`src/rtl/ir_fetch_assembler.sv`:
```
// ir_fetch_assembler
//   Instruction register that assembles variable-length instructions from a
//   stream of DATA_W-bit units. It holds the finished instruction until the
//   control unit consumes it.
//   The length comes from the top LEN_W bits of the first unit:
//   total units = extra + 1.
//
// Ports
//   clk          rising-edge clock
//   reset        asynchronous reset, active low
//   flush        synchronous abort of a partial or held instruction
//   byte_in      instruction unit from memory
//   byte_valid   byte_in is valid
//   byte_ready   unit accepted this cycle (combinational)
//   instr_out    assembled instruction, unit k at [k*DATA_W +: DATA_W]
//   instr_len    extra units beyond the first
//   instr_valid  instruction complete (state FULL)
//   instr_ready  control unit consumes the instruction
//   busy         partial instruction in progress (state COLLECT)

// One unit slot of the instruction register. load wins over clr, so slot 0
// can take the new first unit while the other slots clear.
module ir_unit_reg #(
  parameter int DATA_W = 8
) (
  input  logic              clk,
  input  logic              reset,
  input  logic              clr,
  input  logic              load,
  input  logic [DATA_W-1:0] d,
  output logic [DATA_W-1:0] q
);
  always_ff @(posedge clk or negedge reset) begin
    if (!reset)    q <= '0;
    else if (load) q <= d;
    else if (clr)  q <= '0;
  end
endmodule

module ir_fetch_assembler #(
  parameter int DATA_W    = 8,
  parameter int MAX_BYTES = 4,
  parameter int LEN_W     = 2
) (
  input  logic                        clk,
  input  logic                        reset,
  input  logic                        flush,
  input  logic [DATA_W-1:0]           byte_in,
  input  logic                        byte_valid,
  output logic                        byte_ready,
  output logic [MAX_BYTES*DATA_W-1:0] instr_out,
  output logic [LEN_W-1:0]            instr_len,
  output logic                        instr_valid,
  input  logic                        instr_ready,
  output logic                        busy
);

  typedef enum logic [1:0] {
    EMPTY   = 2'd0,
    COLLECT = 2'd1,
    FULL    = 2'd2
  } state_t;

  state_t                             state, state_n;
  logic [LEN_W-1:0]                   count, count_n;
  logic [LEN_W-1:0]                   len_n;
  logic [LEN_W-1:0]                   extra;
  logic                               accept;
  logic                               clr_all;
  logic [MAX_BYTES-1:0]               load_vec;
  logic [MAX_BYTES-1:0][DATA_W-1:0]   units;

  assign extra = byte_in[DATA_W-1 -: LEN_W];

  // Gated by reset so nothing looks accepted while reset is asserted.
  assign byte_ready  = reset & (state != FULL) & ~flush;
  assign accept      = byte_valid & byte_ready;
  assign instr_valid = (state == FULL);
  assign busy        = (state == COLLECT);
  assign instr_out   = units;

  always_ff @(posedge clk or negedge reset) begin
    if (!reset) begin
      state     <= EMPTY;
      count     <= '0;
      instr_len <= '0;
    end else begin
      state     <= state_n;
      count     <= count_n;
      instr_len <= len_n;
    end
  end

  always_comb begin
    state_n  = state;
    count_n  = count;
    len_n    = instr_len;
    clr_all  = 1'b0;
    load_vec = '0;
    if (flush) begin
      // Abort wins over every handshake. The register contents are kept.
      state_n = EMPTY;
      count_n = '0;
    end else begin
      unique case (state)
        EMPTY: begin
          if (accept) begin
            clr_all     = 1'b1;
            load_vec[0] = 1'b1;
            len_n       = extra;
            count_n     = LEN_W'(1);
            state_n     = (extra == '0) ? FULL : COLLECT;
          end
        end
        COLLECT: begin
          if (accept) begin
            load_vec[count] = 1'b1;
            // The last unit lands at index instr_len. Parking count at 0
            // keeps it from ever reaching MAX_BYTES.
            if (count == instr_len) begin
              state_n = FULL;
              count_n = '0;
            end else begin
              count_n = count + LEN_W'(1);
            end
          end
        end
        FULL: begin
          if (instr_ready) state_n = EMPTY;
        end
        default: begin
          state_n = EMPTY;
          count_n = '0;
        end
      endcase
    end
  end

  for (genvar k = 0; k < MAX_BYTES; k++) begin : g_unit
    ir_unit_reg #(.DATA_W(DATA_W)) u_unit (
      .clk   (clk),
      .reset (reset),
      .clr   (clr_all),
      .load  (load_vec[k]),
      .d     (byte_in),
      .q     (units[k])
    );
  end

endmodule

```
`config.mk`:
```
export PLATFORM = sky130hd
export DESIGN_NAME = ir_fetch_assembler
export DESIGN_NICKNAME = d
export VERILOG_FILES = /design/src/rtl/ir_fetch_assembler.sv
export SDC_FILE = /design/constraint.sdc
export NUM_CORES = 1
export LEC_CHECK = 0
export CORE_MARGIN = 2
export CORE_UTILIZATION = 46
export DETAILED_ROUTE_END_ITERATION = 7
export PLACE_DENSITY = 0.78
export SYNTH_ARGS = -nofsm -noshare
export SYNTH_HDL_FRONTEND = slang
export SYNTH_SLANG_ARGS = --single-unit
```
`constraint.sdc`:
```
create_clock -name clk -period 1.7 [get_ports clk]
set_input_delay 0.425 -clock clk [delete_from_list [all_inputs] [get_ports clk]]
set_output_delay 0.425 -clock clk [all_outputs]
set_load 0.03 [all_outputs]
```
==> flow_metrics.env <==
export IMPL_post_route_util_pct=68.1
export IMPL_ir_drop_mv=0.456
export IMPL_rsz0062_at_grt="yes"
export IMPL_finalNonFillerCells=236
export IMPL_criticalPathCategory="reg2reg"
export IMPL_status="finished clean"
export IMPL_path_clk_slew_ns=0.12
export IMPL_drc=0
export IMPL_hold_class="in2async"
export IMPL_layout_drive_gt1_share_pct=25.3
export IMPL_gp_congestion=0.857
export IMPL_cp_required_ns=1.94
export IMPL_p_comb_share_pct=23.2
export IMPL_rrSetupSlack_ns=0.008
export IMPL_ant_nets=0
export IMPL_overflow=0
export IMPL_fp_dieW_um=64.3
export IMPL_grt_use_total_pct=21.2
export IMPL_final_hold_viol_count=0
export IMPL_nFillCells=275
export IMPL_clkLatencyLatePin_ns=0.35
export IMPL_setup_violations_final=0
export IMPL_worst_slew_pin_slew_ns=0.612
export IMPL_min_period_ns=1.69
export IMPL_start_util_pct=48.9
export IMPL_num_rows=21
export IMPL_diodes=0
export IMPL_die_h_um=64.3
export IMPL_antenna_found_initial=0
export IMPL_cp_arrival_ns=1.93
export IMPL_timing_final_ws_setup_ns=0.00765
export IMPL_io_buffers=49
export IMPL_synthArstFlopShare_pct=100
export IMPL_worst_setup_path_end_kind="flop"
export IMPL_total_power_mw=1.97
export IMPL_first_global_vias=1305
export IMPL_finalCritPeriodShare_pct=99.6
export IMPL_skew_ns=0.00810
export IMPL_io_pins=50
export IMPL_clock_path_buffers=2
export IMPL_synthTopCellsByArea="dfrtp_1, a22o_1, mux2_4, ha_1, buf_6"
export IMPL_slew_headroom_pct=58.9
export IMPL_ys_flop_type="dfrtp_1"
export IMPL_yosysUniqueCellTypes=34
export IMPL_synth_top_cell_area_share_pct=56.9
export IMPL_slew_violations=0
export IMPL_core_area_um2=3420
export IMPL_vias_per_cell=5.46
export IMPL_pwr_share_clk_pct=25.7
export IMPL_first_iter_violations=77
export IMPL_wl_um=3990
export IMPL_holdWs_ns=0.209
export IMPL_first_pass_iters=4
export IMPL_p_int_mw=1.36
export IMPL_post_drt_wl_per_cell_um=16.9
export IMPL_clock_tree_root_cell="clkbuf_4"
export IMPL_maxCapViolCount=0
export IMPL_netlist_area_um2=1670
export IMPL_avgSynthCellArea_um2=13.7
export IMPL_cts_sinks=38
export IMPL_dp_cells=226
export IMPL_synth_seq_area_share_pct=56.9
export IMPL_netlist_instances=122
export IMPL_ys_warn_count=0
export IMPL_start_kind="flop"
export IMPL_final_nets=206
export IMPL_reg2reg_depth=4
export IMPL_r2r_end="g_unit[0].u_unit.q[6]$_DFFE_PN0P_"
export IMPL_power_density_nw_per_um2=847
export IMPL_place_ws_ns=-0.324
export IMPL_power_switching_mw=0.610
export IMPL_cts_tree="built"
export IMPL_yosysTopAreaCell="dfrtp_1"
export IMPL_sw_frac_of_total_pct=31.0
export IMPL_htree_levels=2
export IMPL_die_area_um2=4130
export IMPL_grt_max_degree=39
export IMPL_numCtsBuffers=5
export IMPL_synthesis_nets=139
export IMPL_vias=1289
export IMPL_synth_edf_count=0
export IMPL_hpwl_um=2860
export IMPL_fmax_mhz=591
export IMPL_syn2layout_area_growth_pct=39.3
export IMPL_crit_fanout=8
export IMPL_worstReg2RegStart="count[0]$_DFFE_PN0P_"
export IMPL_leakage_nw=1.25
export IMPL_ys_ff_latch=38
export IMPL_grt_first_pass_wirelength_um=6600
export IMPL_power_frac_seq_pct=51.1
==> state kept, by name (all words and copies together) (netlist names) <==
signal,count
g_unit.u_unit.q,32
count,2
instr_len,2
state,2
==> power groups by stage <==
stage	Sequential, mW	Clock [mW]	Combinational [mW]
final	1.01	0.507	0.456
after global routing	1.02	0.574	0.485
after CTS	1.01	0.525	0.460
after detailed placement	1.03	0	0.493
after global placement	1.02	0	0.486
after floorplan	1.13	0	0.159
==> routing by layer <==
layer	GRT usage, %	wire length [um]
met5	0	0
met2	32.7	1840
met3	6.87	242
met1	28.7	1860
met4	6.38	52
==> cells in the mapped netlist, types with 2 or more instances <==
cell type / number
a22o_1: 23
mux2_2: 2
dfrtp_1: 38
o21ai_1: 2
ha_1: 4
a21oi_1: 2
and3_1: 3
xor2_1: 2
nor3_1: 2
or2_2: 2
nand2_1: 3
nor2_1: 4
and2b_1: 2
mux2_4: 8
inv_1: 3
a22o_2: 2
buf_6: 3
==> placed cells by master (no fill, tap or decap), types with 3 or more instances in the layout <==
cell type / instances
dfrtp_1: 38
dlygate4sd2_1: 35
a22o_1: 23
buf_4: 18
clkdlybuf4s50_1: 10
mux2_4: 8
clkbuf_4: 5
nor2_1: 4
ha_1: 4
inv_1: 3
and3_1: 3
nand2_1: 3
==> area by class of cell <==
cell class                 count  area, um2  area share (%)
inverter                       3       11.3           0.484
sequential                    38        951            40.9
tap                           46       57.6            2.47
clock buffer                   6       51.3            2.21
clock inverter                 2       12.5           0.538
multi-input combinational     75        674            29.0
timing repair buffer          66        568            24.4
==> stage by stage <==
step,setup TNS (ns),cell area (um2)
2_1_floorplan,0,1680
5_1_grt,-0.674,2330
3_5_place_dp,-9.85,2280
6_report,0,2330
3_3_place_gp,-8.77,2280
4_1_cts,0,2320
==> worst max path at each step <==
stage                                     from                                 to  depth (start not counted)
after floorplan           state[1]$_DFFE_PN0P_                         byte_ready                          3
after global placement                   flush  g_unit[0].u_unit.q[7]$_DFFE_PN0P_                          5
after detailed placement                 flush  g_unit[3].u_unit.q[7]$_DFFE_PN0P_                          5
after CTS                 state[0]$_DFFE_PN0P_                         byte_ready                          4
after global routing                byte_valid  g_unit[0].u_unit.q[6]$_DFFE_PN0P_                          5
final                     count[0]$_DFFE_PN0P_  g_unit[0].u_unit.q[6]$_DFFE_PN0P_                          4
==> cell families after synthesis <==
logic type	after synthesis	share of synthesized area, %
adder cells (fa/ha/maj)	4	3.00
AO/OA/AOI/OAI	38	19.3
multiplexers	11	9.14
XOR/XNOR	2	1.05
flip-flops	38	56.9
AND/OR/NAND/NOR	20	6.89
buffers and inverters	9	3.67
==> worst max-delay path, stage by stage (launching register included) <==
cell and delay, ns:
dfrtp_1 0.50, inv_1 0.12, ha_1 0.24, o21ai_4 0.38
mux2_4 0.34
==> repair_timing <==
action	CTS	global route
cloned	0	0
pin swaps	1	0
setup endpoints to repair	42	25
hold endpoints to repair	1	0
buffers inserted	1	0
resized for setup	37	1
hold buffers	1	0
(Power assumes the default switching activity.)
